[src/rtl/imem_loader.sv]
// Boot-time instruction loader: turns a little-endian byte stream (word count, then program
// words) into instruction-memory writes and holds the core in reset until the image is complete.
module imem_loader #(
    parameter logic [31:0] BASE_ADDR = 32'h0000_0000,
    parameter int          MAX_WORDS = 1024,
    parameter int          CNT_W     = 16
) (
    input  logic             clk,
    input  logic             reset,
    input  logic             byte_valid_i,
    input  logic [7:0]       byte_data_i,
    output logic             byte_ready_o,
    input  logic             restart_i,
    output logic             wr_en_imem_o,
    output logic [31:0]      wr_addr_imem_o,
    output logic [31:0]      wr_instr_imem_o,
    output logic             core_hold_o,
    output logic             done_o,
    output logic             err_o,
    output logic [CNT_W-1:0] words_loaded_o
);

    // state | meaning
    // HDR   | assembling the 32-bit word count
    // DATA  | assembling program words, one write per completed word
    // DONE  | image written; core released once done_o is up
    // ERR   | word count rejected; waiting for restart
    typedef enum logic [1:0] {
        ST_HDR,
        ST_DATA,
        ST_DONE,
        ST_ERR
    } state_t;

    state_t           state_q, state_d;
    logic [1:0]       byte_cnt_q;
    logic [23:0]      asm_q;
    logic [CNT_W-1:0] n_words_q;
    logic [CNT_W-1:0] words_q;
    logic             wr_en_q;
    logic [31:0]      wr_addr_q;
    logic [31:0]      wr_instr_q;
    logic             done_q;

    logic        accept;
    logic        word_done;
    logic        hdr_word_done;
    logic        data_word_done;
    logic        hdr_ok;
    logic        restart_ok;
    logic [31:0] full_word;

    assign full_word      = {byte_data_i, asm_q};
    assign accept         = byte_valid_i & byte_ready_o;
    assign word_done      = accept && (byte_cnt_q == 2'd3);
    assign hdr_word_done  = word_done && (state_q == ST_HDR);
    assign data_word_done = word_done && (state_q == ST_DATA);
    assign hdr_ok         = (full_word != 32'd0) && (full_word <= 32'(MAX_WORDS));
    // DONE only counts as settled once done_o is up, so a restart during the final write is dropped.
    assign restart_ok     = restart_i && (((state_q == ST_DONE) && done_q) || (state_q == ST_ERR));

    always_comb begin
        state_d      = state_q;
        byte_ready_o = 1'b0;
        case (state_q)
            ST_HDR: begin
                byte_ready_o = 1'b1;
                if (hdr_word_done) begin
                    state_d = hdr_ok ? ST_DATA : ST_ERR;
                end
            end
            ST_DATA: begin
                byte_ready_o = 1'b1;
                if (data_word_done && (words_q == n_words_q - CNT_W'(1))) begin
                    state_d = ST_DONE;
                end
            end
            ST_DONE: begin
                if (restart_ok) begin
                    state_d = ST_HDR;
                end
            end
            ST_ERR: begin
                if (restart_ok) begin
                    state_d = ST_HDR;
                end
            end
            default: state_d = ST_HDR;
        endcase
    end

    always_ff @(posedge clk or negedge reset) begin
        if (!reset) begin
            state_q    <= ST_HDR;
            byte_cnt_q <= 2'd0;
            asm_q      <= 24'd0;
            n_words_q  <= '0;
            words_q    <= '0;
            wr_en_q    <= 1'b0;
            wr_addr_q  <= BASE_ADDR;
            wr_instr_q <= 32'd0;
            done_q     <= 1'b0;
        end else begin
            state_q <= state_d;
            wr_en_q <= data_word_done;
            if (restart_ok) begin
                byte_cnt_q <= 2'd0;
                asm_q      <= 24'd0;
                n_words_q  <= '0;
                words_q    <= '0;
                done_q     <= 1'b0;
            end else begin
                if (accept) begin
                    byte_cnt_q <= byte_cnt_q + 2'd1;
                    case (byte_cnt_q)
                        2'd0:    asm_q[7:0]   <= byte_data_i;
                        2'd1:    asm_q[15:8]  <= byte_data_i;
                        2'd2:    asm_q[23:16] <= byte_data_i;
                        default: ;
                    endcase
                end
                if (hdr_word_done && hdr_ok) begin
                    n_words_q <= full_word[CNT_W-1:0];
                end
                if (data_word_done) begin
                    wr_addr_q  <= BASE_ADDR + (32'(words_q) << 2);
                    wr_instr_q <= full_word;
                    words_q    <= words_q + CNT_W'(1);
                end
                if (state_q == ST_DONE) begin
                    done_q <= 1'b1;
                end
            end
        end
    end

    assign wr_en_imem_o    = wr_en_q;
    assign wr_addr_imem_o  = wr_addr_q;
    assign wr_instr_imem_o = wr_instr_q;
    assign done_o          = done_q;
    assign err_o           = (state_q == ST_ERR);
    assign core_hold_o     = ~done_q;
    assign words_loaded_o  = words_q;

endmodule

[config.mk]
export PLATFORM = sky130hd
export DESIGN_NAME = imem_loader
export DESIGN_NICKNAME = d
export VERILOG_FILES = /design/src/rtl/imem_loader.sv
export SDC_FILE = /design/constraint.sdc
export NUM_CORES = 1
export LEC_CHECK = 0
export CAP_MARGIN = 20
export CORE_UTILIZATION = 55
export CTS_CLUSTER_SIZE = 40
export DETAILED_ROUTE_END_ITERATION = 10
export GPL_TIMING_DRIVEN = 0
export HOLD_SLACK_MARGIN = 0.12
export PLACE_DENSITY = 0.9
export SLEW_MARGIN = 40
export SYNTH_ARGS = -nofsm -noshare
export SYNTH_HDL_FRONTEND = slang
export SYNTH_SLANG_ARGS = --single-unit
[constraint.sdc]
create_clock -name clk -period 4.4 [get_ports clk]
set_clock_uncertainty 0.1 [all_clocks]
set_input_delay 0.44 -clock clk [delete_from_list [all_inputs] [get_ports clk]]
set_output_delay 0.44 -clock clk [all_outputs]
set_load 0.01 [all_outputs]
==> reports/summary.txt, run 1 <==
Status -> finished clean
Commonest cells after routing, fill and taps aside -> nand2_1, dfrtp_1, clkdlybuf4s50_1
Clk network pwr share -> 18.2%
Int Power -> 2.02 mW
Relative slew slack -> 58.3%
Nets -> 699
Yosys reg bits -> 110
Pre-CTS setup slack -> 1.12 ns
CTS Buf Count -> 9
Cts repair resizes -> 0
Clock root buffer -> clkbuf_8
Startpoint type of the worst setup path -> flip-flop
DRT iter0 DRCs -> 210
GR Util All Layers -> 27.1%
Vias post-DR -> 4408
Critical Path Start -> n_words_q[0]
CTS tree -> built
Mapped Area -> 5200 µm²
Post-route worst setup slack -> 1.45 ns
First-pass GRT wire length -> 21000 µm
Row cnt -> 35
Initial antenna violation count -> 0
Share of the core filled with cells -> 69.8%
Hold Violations, Final -> 0
Power density over the cells -> 495 nW/µm²
Combinational fraction of design power -> 33.8%
Placer congestion estimate -> 0.874
Wire per inst -> 15.7 µm
Average size of a mapped cell -> 9.07 µm²
Via/cell ratio -> 5.53
Slew Limit Fails -> 0
# diodes -> 0
Die area -> 9840 µm²
Worst Max-Slew Pin Slew -> 0.623 ns
Io pins -> 97
Starting Density -> 56.5%
Post-route ant nets -> 0
Area of the multi-input gates -> 2230 µm²
Reg2Reg Depth -> 8
Vias in the first global route -> 4414
Post-synthesis sequential area ratio -> 52.9%
HPWL after DPL -> 9320 µm
CP Max Fanout -> 6
Cells after Synth -> 573
Sequential Power Share -> 48.0%
CTS hold repair buffers -> 1
Clk sinks -> 110
Final Critical Period -> 2.95 ns
Net Sw Power -> 1.16 mW
Final worst-path cycle share -> 67.0%
Yosys cell types -> 50
Hold path start -> wr_addr_imem_o[11]
Crit-path max cell delay -> 0.53 ns
Highest clock rate -> 339 MHz
Critical Path End Type -> flip-flop
Max-cap violations -> 0
Core ar. -> 9200 µm²
CP cell instances -> inv_1 -> ha_1 -> or4b_4 -> or4_1 -> or3_1 -> a22oi_2 -> o2111ai_1 -> o21a_1
Port Buffers -> 80
Asr flop ratio synth -> 100%
HP Class -> flip-flop to flip-flop
Most common flop cell mapped by yosys -> dfrtp_1
Leak -> 3.19 nW
Critical path's slowest cell -> or4b_4
RSZ-0062 raised after global routing -> false
Signal arrival time at the worst endpoint -> 3.12 ns
Reg clk slew, reported paths -> 0.10 ns
Syn-to-layout area delta -> 23.5%
Setup TNS -> 0 ns
Non-Filler Instances -> 797
Final setup violation count -> 0
Crit Path Category -> flip-flop to flip-flop
Commonest non-fill, non-tap cell in the layout -> nand2_1
DIE HEIGHT -> 99.2 µm
WL final -> 12500 µm
H-tree depth -> 3
Share of cells above drive strength 1 -> 5.69%
Reg-to-Reg Start -> n_words_q[0]
Number of synthesized flops with an enable pin -> 0
Req. time, crit path -> 4.57 ns
Worst-Skew Late Latency -> 0.38 ns
Peak supply drop -> 0.321 mV
Synth warnings -> 0
Die width -> 99.2 µm
Fillers -> 714
Post-route DRC -> 0
CTS Buffer Depth -> 2
DP Cell Count -> 780
WHS Path Cells -> 2
Setup Fix Bufs, Post-CTS -> 0
Largest net degree at the start of global routing -> 67
FF+latch area -> 2750 µm²
Grt ovf -> 0
First-pass DRT Iterations -> 5
Switching portion of total power -> 36.4%
## per-layer routing
layer / vias to the layer above / track usage (%) / share of wire (%)
li1: 2091 / - / -
met1: 2152 / 33.7 / 41
met2: 137 / 46.7 / 52
met3: 28 / 4.57 / 5.0
met4: 0 / 12.0 / 2.4
met5: - / 0 / 0
## stage by stage
| step | power [mW] | hold slack (ns) | instance area (µm²) |
|---|---|---|---|
| global placement | 2.55 | 0.357 | 6190 |
| finish | 3.18 | 0.382 | 6420 |
| detailed placement | 2.62 | 0.250 | 6230 |
| CTS | 3.19 | 0.388 | 6420 |
| global route | 3.38 | 0.408 | 6420 |
| floorplan | 2.04 | 0.0444 | 5260 |
## registers in the layout, summed over array words and instances, names as in the netlist
register / flops
wr_instr_imem_o: 32
asm_q: 24
n_words_q: 16
words_loaded_o: 16
wr_addr_imem_o: 16
byte_cnt_q: 2
state_q: 2
done_o: 1
wr_en_imem_o: 1
## Yosys cell counts, types with 2 or more instances
master | n | area share [%]
nand2_1 | 179 | 13
dfrtp_1 | 110 | 53
nand3_1 | 35 | 3.4
nor2_1 | 35 | 2.5
a21oi_1 | 29 | 2.8
clkbuf_1 | 27 | 1.9
xnor2_1 | 19 | 3.2
buf_4 | 16 | 2.3
and3_1 | 13 | 1.6
xor2_1 | 13 | 2.2
mux2i_1 | 12 | 2.3
nor4_1 | 10 | 1.2
inv_1 | 9 | 0.65
nor3_1 | 7 | 0.67
ha_1 | 6 | 1.4
o21ai_0 | 5 | 0.48
nand3b_1 | 4 | 0.58
or4_1 | 4 | 0.58
nand4_1 | 3 | 0.36
a31oi_1 | 2 | 0.24
and4_1 | 2 | 0.34
o2111ai_1 | 2 | 0.34
o211ai_1 | 2 | 0.29
o21a_1 | 2 | 0.29
or3_1 | 2 | 0.24
## cell families (layout without fill, tap and decap cells)
kind of cell | after synthesis | after routing | synth area share (%)
and+or+nand+nor | 306 | 306 | 26.5
buffers and inverters | 54 | 152 | 5.20
adders and majority gates | 6 | 6 | 1.44
muxes | 12 | 12 | 2.31
AOI/OAI and AO/OA | 52 | 52 | 6.16
other | 1 | 16 | 0.0721
xor gates and xnor gates | 32 | 32 | 5.39
DFF | 110 | 110 | 52.9
## area by class of cell
cell class / instances / share of cell area [%]
flip-flops and latches: 110 / 42.9
well taps: 111 / 2.16
plain buffers: 45 / 3.68
clock inverters: 6 / 0.858
multi-input cells: 424 / 34.8
clock buffers: 10 / 1.99
inverters: 9 / 0.526
repair buffers: 82 / 13.1
## critical path: cells and delay by family, from the launching register on
kind | cells | cell delay, ns
AND/OR/NAND/NOR | 3 | 1.35
buffers and inverters | 1 | 0.10
AO/OA/AOI/OAI | 3 | 0.61
adder cells (fa/ha/maj) | 1 | 0.24
flip-flops | 1 | 0.44
## power by group through the flow
stage          clock network (mW)  logic, mW  registers [mW]
5_1_grt                     0.628       1.19            1.56
2_1_floorplan                   0      0.483            1.56
4_1_cts                     0.587       1.08            1.52
3_3_place_gp                    0       1.03            1.52
3_5_place_dp                    0       1.08            1.54
6_report                    0.579       1.07            1.52
## path summary, 6_finish.rpt
check | to | slack [ns]
min reg2reg | wr_addr_imem_o[11] | 0.38
max in group asynchronous | n_words_q[5] | 3.14
min | wr_addr_imem_o[11] | 0.38
max | state_q[0] | 1.45
max reg2reg | state_q[0] | 1.45
min in group asynchronous | wr_addr_imem_o[16] | 0.43
Power figures use the tool's default switching activity.
==> inputs of run 2 (changes only) <==
Settings changed: CORE_UTILIZATION 55 to 52, PLACE_DENSITY 0.9 to 0.86.
Clock period 4.4 ns to 3 ns, I/O delays scaled along.
==> reports/summary.txt, run 2 (synthesized netlist as in run 1, its figures left out) <==
Status -> finished clean
Met3 usage -> 5.34% (+0.77 points)
Share of cells above drive strength 1 -> 6.52% (+0.84 points)
# diodes -> 0 (unchanged)
Reg clk slew, reported paths -> 0.12 ns (+0.02 ns)
Power density over the cells -> 725 nW/µm² (+47%)
First-pass DRT Iterations -> 5 (unchanged)
Nets -> 703 (+0.57%)
Final Critical Period -> 2.94 ns (-0.00611 ns)
Critical Path End Type -> flip-flop
Vias in the first global route -> 4365 (-1.1%)
Placed cell area -> 6250 µm² (+0.44%)
WL final -> 13000 µm (+3.4%)
Startpoint type of the worst setup path -> flip-flop
Port Buffers -> 80 (unchanged)
DIE HEIGHT -> 102 µm (+2.8%)
Sequential Power Share -> 47.3% (-0.7 points)
Fillers -> 784 (+9.8%)
Net Sw Power -> 1.74 mW (+51%)
DRT iter0 DRCs -> 301 (+43%)
Post-route DRC -> 0 (unchanged)
Design area -> 6510 µm² (+1.4%)
Via/cell ratio -> 5.49 (-0.76%)
Highest clock rate -> 340 MHz (+0.21%)
Slew Limit Fails -> 0 (unchanged)
Int Power -> 2.98 mW (+48%)
Worst Max-Slew Pin Slew -> 0.778 ns (+0.156 ns)
CP Max Fanout -> 6 (unchanged)
Signal arrival time at the worst endpoint -> 3.12 ns (about the same)
Critical path's slowest cell -> a2111oi_1
Req. time, crit path -> 3.18 ns (-1.39 ns)
Largest net degree at the start of global routing -> 77 (+15%)
Die area -> 10400 µm² (+5.7%)
Io pins -> 97 (unchanged)
Syn-to-layout area delta -> 25.3%
Starting Density -> 53.4% (-3.1 points)
Core ar. -> 9730 µm² (+5.8%)
Relative slew slack -> 48.0% (-10 points)
CP cell instances -> inv_1 -> ha_1 -> or4b_4 -> nor3_1 -> o2111ai_1 -> a2111oi_1 -> o2111ai_4 -> o21a_1
Die width -> 102 µm (+2.8%)
Crit-path max cell delay -> 0.70 ns (+0.17 ns)
Largest register FFs -> 32 (unchanged)
Worst-Skew Late Latency -> 0.39 ns (about the same)
Busiest grt layer -> met2
Crit Path Category -> flip-flop to flip-flop
Wire per inst -> 15.7 µm (+0.13%)
Final worst-path cycle share -> 98.1% (+31 points)
Combinational fraction of design power -> 33.8% (about the same)
Vias post-DR -> 4517 (+2.5%)
CTS Buf Count -> 9 (unchanged)
Leak -> 3.22 nW (+0.88%)
Clk sinks -> 110 (unchanged)
Share of the core filled with cells -> 66.9% (-2.9 points)
Final setup violation count -> 0 (unchanged)
Met1 usage -> 31.9% (-1.9 points)
Met2 Use GR -> 44.4% (-2.3 points)
First-pass GRT wire length -> 20800 µm (-0.99%)
Commonest non-fill, non-tap cell in the layout -> nand2_1
HP Class -> primary input to asynchronous set/reset pin
Switching portion of total power -> 36.8% (+0.46 points)
H-tree depth -> 3 (unchanged)
Peak supply drop -> 0.518 mV (+61%)
HPWL after DPL -> 9210 µm (-1.1%)
GR Util All Layers -> 26.0% (-1.2 points)
CTS tree -> built
Clock root buffer -> clkbuf_8
Hold Violations, Final -> 0 (unchanged)
Initial antenna violation count -> 0 (unchanged)
Commonest cells after routing, fill and taps aside -> nand2_1, dfrtp_1, clkdlybuf4s50_1
Grt ovf -> 0 (unchanged)
Placer congestion estimate -> 0.872 (-0.18%)
CTS Buffer Depth -> 2 (unchanged)
Clk network pwr share -> 18.9% (+0.7 points)
Post-route ant nets -> 0 (unchanged)
Row cnt -> 36 (+2.9%)
Max-cap violations -> 0 (unchanged)
-- run 2: metrics by stage --
stage,hold WS (ns),TNS (ns),power [mW],setup WS [ns],cells
4_1_cts,0.259,0,4.72,0.0293,819
3_3_place_gp,0.357,-265.86,3.74,-2.42,801
2_1_floorplan,-0.0956,0,2.99,0.404,588
5_1_grt,0.280,-0.000251,5.01,-0.000251,823
3_5_place_dp,0.0865,-1.08,3.83,-0.145,802
6_report,0.252,0,4.72,0.0573,823
-- run 2: timing repair --
item / CTS / global route
setup buffers: 0 / 4
hold endpoints to repair: 110 / 0
endpoints found under the setup margin: 0 / 10
gates resized for setup: 0 / 3
hold buffers: 1 / 0
-- run 2: routing by layer --
metal / vias to the layer above / share of wire [%]
met4: 0 / 3.0
met5: - / 0
li1: 2098 / -
met3: 40 / 7.3
met1: 2164 / 39
met2: 215 / 50
-- run 2: final cells by class --
type	count	area, µm²	share of cell area (%)
Clock buffer	9	124	1.90
Timing Repair Buffer	86	873	13.4
Buffer	45	236	3.63
Tap cell	133	166	2.56
Sequential cell	110	2750	42.3
Clock inverter	7	75.1	1.15
Inverter	9	33.8	0.519
Multi-Input combinational cell	424	2250	34.6
-- run 2: path summary, 6_finish.rpt --
| check | slack (ns) | endpoint | startpoint | cells past startpoint |
|---|---|---|---|---|
| worst max-delay path | 0.06 | state_q[0] | n_words_q[1] | 8 |
| worst min-delay path | 0.25 | words_loaded_o[10] | reset | 2 |
| worst max register to register | 0.06 | state_q[0] | n_words_q[1] | 8 |
| worst min register to register | 0.38 | wr_addr_imem_o[12] | wr_addr_imem_o[12] | 2 |
| max in group asynchronous | 1.90 | wr_instr_imem_o[22] | reset | 3 |
| min in group clk | 0.38 | wr_addr_imem_o[12] | wr_addr_imem_o[12] | 2 |
-- run 2: critical path, delay by kind of cell, from the launching register on --
family,cells,cell delay (ns)
adder cells (fa/ha/maj),1,0.21
flip-flops,1,0.43
AND/OR/NAND/NOR,2,0.70
buffers and inverters,1,0.07
AO/OA/AOI/OAI,4,1.33
-- run 2: power groups by stage --
stage | combinational, mW | sequential (mW) | clock [mW]
final | 1.60 | 2.23 | 0.893
after global routing | 1.77 | 2.28 | 0.954
after CTS | 1.59 | 2.23 | 0.902
after detailed placement | 1.57 | 2.26 | 0
after global placement | 1.50 | 2.24 | 0
after floorplan | 0.709 | 2.28 | 0
==> inputs of run 3 (changes only) <==
Settings changed: ABC_AREA set to 1, CAP_MARGIN 20 to unset, CORE_UTILIZATION 52 to 53, PLACE_DENSITY 0.86 to 0.87.
==> reports/summary.txt, run 3 <==
Status -> finished clean
Crit-path max cell delay -> 0.39 ns (-0.31 ns)
# diodes -> 0 (unchanged)
Wire per inst -> 14.9 µm (-5.2%)
WHS -> 0.301 ns (+0.0488 ns)
Met1 Wirelength -> 5440 µm (+6.8%)
Relative slew slack -> 61.6% (+14 points)
Nets -> 766 (+9.0%)
Starting Density -> 54.5% (+1.1 points)
Reg-to-Reg Start -> n_words_q[0]
CTS Buf Count -> 9 (unchanged)
Signal arrival time at the worst endpoint -> 2.33 ns (-0.79 ns)
DIE HEIGHT -> 102 µm (about the same)
Max-cap violations -> 0 (unchanged)
Row cnt -> 36 (unchanged)
RSZ-0062 raised after global routing -> false
CTS tree -> built
DP Cell Count -> 869 (+8.4%)
Reg2Reg Depth -> 15 (+7)
Slew Limit Fails -> 0 (unchanged)
Final worst-path cycle share -> 71.6% (-26 points)
First-pass GRT wire length -> 21400 µm (+3.2%)
Port Buffers -> 80 (unchanged)
CTS Buffer Depth -> 2 (unchanged)
Die area -> 10400 µm² (+0.15%)
Peak supply drop -> 0.494 mV (-4.5%)
Yosys reg bits -> 110 (unchanged)
Hold Violations, Final -> 0 (unchanged)
Initial antenna violation count -> 0 (unchanged)
Vias post-DR -> 4606 (+2.0%)
Leak -> 3.24 nW (+0.79%)
First-pass DRT Iterations -> 5 (unchanged)
CP most frequent cell -> nand2_1
Vias in the first global route -> 4486 (+2.8%)
Highest metal used -> met4
CP Buf/Inv Count -> 1 (unchanged)
Post-synthesis sequential area ratio -> 51.9% (-1.1 points)
WL final -> 13200 µm (+2.1%)
Via/cell ratio -> 5.20 (-5.3%)
Clk sinks -> 110 (unchanged)
Grt ovf -> 0 (unchanged)
Clock root buffer -> clkbuf_8
Number of synthesized flops with an enable pin -> 0 (unchanged)
Worst Max-Slew Pin Slew -> 0.576 ns (-0.202 ns)
Mapped Area -> 5310 µm² (+2.1%)
Post-route DRC -> 0 (unchanged)
Most frequent cell after synthesis -> nand2_1
Crit Path Category -> flip-flop to flip-flop
Yosys top cell by area -> dfrtp_1
H-tree depth -> 3 (unchanged)
Startpoint type of the worst setup path -> flip-flop
Met2 Wirelength -> 6730 µm (+3.2%)
Pwr Total -> 4.76 mW (+0.84%)
Non-Filler Instances -> 886 (+7.7%)
DR WL met3 -> 669 µm (-30%)
Share of cells above drive strength 1 -> 9.30% (+2.8 points)
Yosys cell types -> 41 (-18%)
Placed cell area -> 6360 µm² (+1.7%)
DRT iter0 DRCs -> 351 (+17%)
Synth warnings -> 0 (unchanged)
Reg clk slew, reported paths -> 0.11 ns (about the same)
Average size of a mapped cell -> 8.29 µm² (-8.6%)
Cells after Synth -> 640 (+12%)
Syn-to-layout area delta -> 24.2%
HPWL after DPL -> 9810 µm (+6.5%)
CP Max Fanout -> 5 (-1)
R2r endpoint -> state_q[0]
Share of the core filled with cells -> 67.8% (+0.82 points)
Core ar. -> 9730 µm² (unchanged)
Cts repair resizes -> 0 (unchanged)
Largest net degree at the start of global routing -> 57 (-26%)
Worst-Skew Late Latency -> 0.39 ns (about the same)
Die width -> 102 µm (about the same)
Critical path's slowest cell -> dfrtp_1
Final Critical Period -> 2.15 ns (-0.793 ns)
Largest cells by area after synthesis -> dfrtp_1, nand2_1, o21ai_0
Req. time, crit path -> 3.18 ns (about the same)
Design area -> 6590 µm² (+1.2%)
Highest clock rate -> 465 MHz (+37%)
Post-route ant nets -> 0 (unchanged)
HP Class -> primary input to asynchronous set/reset pin
Commonest cells after routing, fill and taps aside -> nand2_1, dfrtp_1, o21ai_0, clkdlybuf4s50_1, inv_1
GR Util All Layers -> 27.3% (+1.3 points)
Critical Path End Type -> flip-flop
Post-synth top area share -> 51.9% (-1.1 points)
Most common flop cell mapped by yosys -> dfrtp_1
Top delay family on crit path -> simple AND/OR/NAND/NOR gates
Asr flop ratio synth -> 100% (unchanged)
Placer congestion estimate -> 0.887 (+1.7%)
CP cell instances -> inv_1 -> ha_1 -> nand2_2 -> nor2_1 -> nand2_1 -> nand2_1 -> nand2_1 -> nor2_1 -> nand2_1 -> nor2_1 -> nand3_1 -> nand2_1 -> nand2_1 -> nand2_1 -> nand2_1
Reg-to-reg setup timing slack -> 0.85 ns (+0.79 ns)
Commonest non-fill, non-tap cell in the layout -> nand2_1
Io pins -> 97 (unchanged)
Power density over the cells -> 723 nW/µm² (-0.39%)
Final setup violation count -> 0 (unchanged)
Synth top cells by count -> nand2_1, dfrtp_1, o21ai_0
Largest register FFs -> 32 (unchanged)
[run 3: cell types whose count changed after synthesis, moves of 10 or more]
cell and delta:
o21ai_0 +74, buf_2 +10, and3_1 -13, mux2i_1 -12, inv_1 +65, nor2_1 +13
a21oi_1 -17, clkbuf_1 -23, xnor2_1 -12
[run 3: area by class of cell]
| cell class | count | area [µm²] |
|---|---|---|
| Tap cell | 133 | 166 |
| Timing Repair Buffer | 82 | 843 |
| Sequential cell | 110 | 2750 |
| Clock buffer | 10 | 128 |
| Clock inverter | 6 | 92.6 |
| Fill cell | 806 | 3140 |
| Inverter | 80 | 303 |
| Buffer | 35 | 223 |
| Multi-Input combinational cell | 430 | 2080 |
[run 3: worst max-delay path by stage]
stage	startpoint	end	slack [ns]	cells past startpoint
5_1_grt	words_loaded_o[0]	words_loaded_o[14]	0.60	9
4_1_cts	n_words_q[0]	state_q[0]	0.86	15
3_3_place_gp	reset	wr_en_imem_o	-2.39	1
2_1_floorplan	n_words_q[0]	state_q[0]	1.23	13
3_5_place_dp	byte_data_i[2]	n_words_q[8]	0.60	9
6_report	n_words_q[0]	state_q[0]	0.85	15
[run 3: cells by family after synthesis]
| kind of cell | Yosys count | share of synthesized area [%] |
|---|---|---|
| AND/OR/NAND/NOR | 284 | 23.0 |
| adder cells (fa/ha/maj) | 6 | 1.41 |
| AO/OA/AOI/OAI | 105 | 10.6 |
| buffers and inverters | 115 | 9.90 |
| other | 1 | 0.0707 |
| XOR/XNOR | 19 | 3.14 |
| flip-flops | 110 | 51.9 |
[run 3: metrics by stage]
stage | setup WS [ns] | TNS (ns)
floorplan | 1.23 | 0
global placement | -2.39 | -261.86
detailed placement | 0.602 | 0
CTS | 0.863 | 0
global route | 0.604 | 0
finish | 0.851 | 0
[run 3: where the power goes]
| group | internal (mW) | leakage, nW | switching, mW |
|---|---|---|---|
| logic | 0.730 | 1.66 | 0.902 |
| registers | 1.86 | 1.48 | 0.266 |
| clock network | 0.477 | 0.104 | 0.530 |
| total | 3.07 | 3.24 | 1.70 |
[run 3: repair_timing]
action / in CTS / in global routing
buffers inserted: 0 / 0
hold buffers: 1 / 0
hold endpoints to repair: 59 / 0
[run 3: per-layer routing]
metal,track usage (%),vias to the layer above
met5,0,-
met4,12.4,0
met3,5.06,35
met2,47.8,159
met1,32.7,2202
li1,-,2210
[run 3: worst register-to-register path, delay by kind of cell (launching register included)]
| kind | cells | cell delay [ns] |
|---|---|---|
| flip-flops | 1 | 0.39 |
| AND/OR/NAND/NOR | 13 | 1.13 |
| buffers and inverters | 1 | 0.14 |
| adder cells (fa/ha/maj) | 1 | 0.29 |
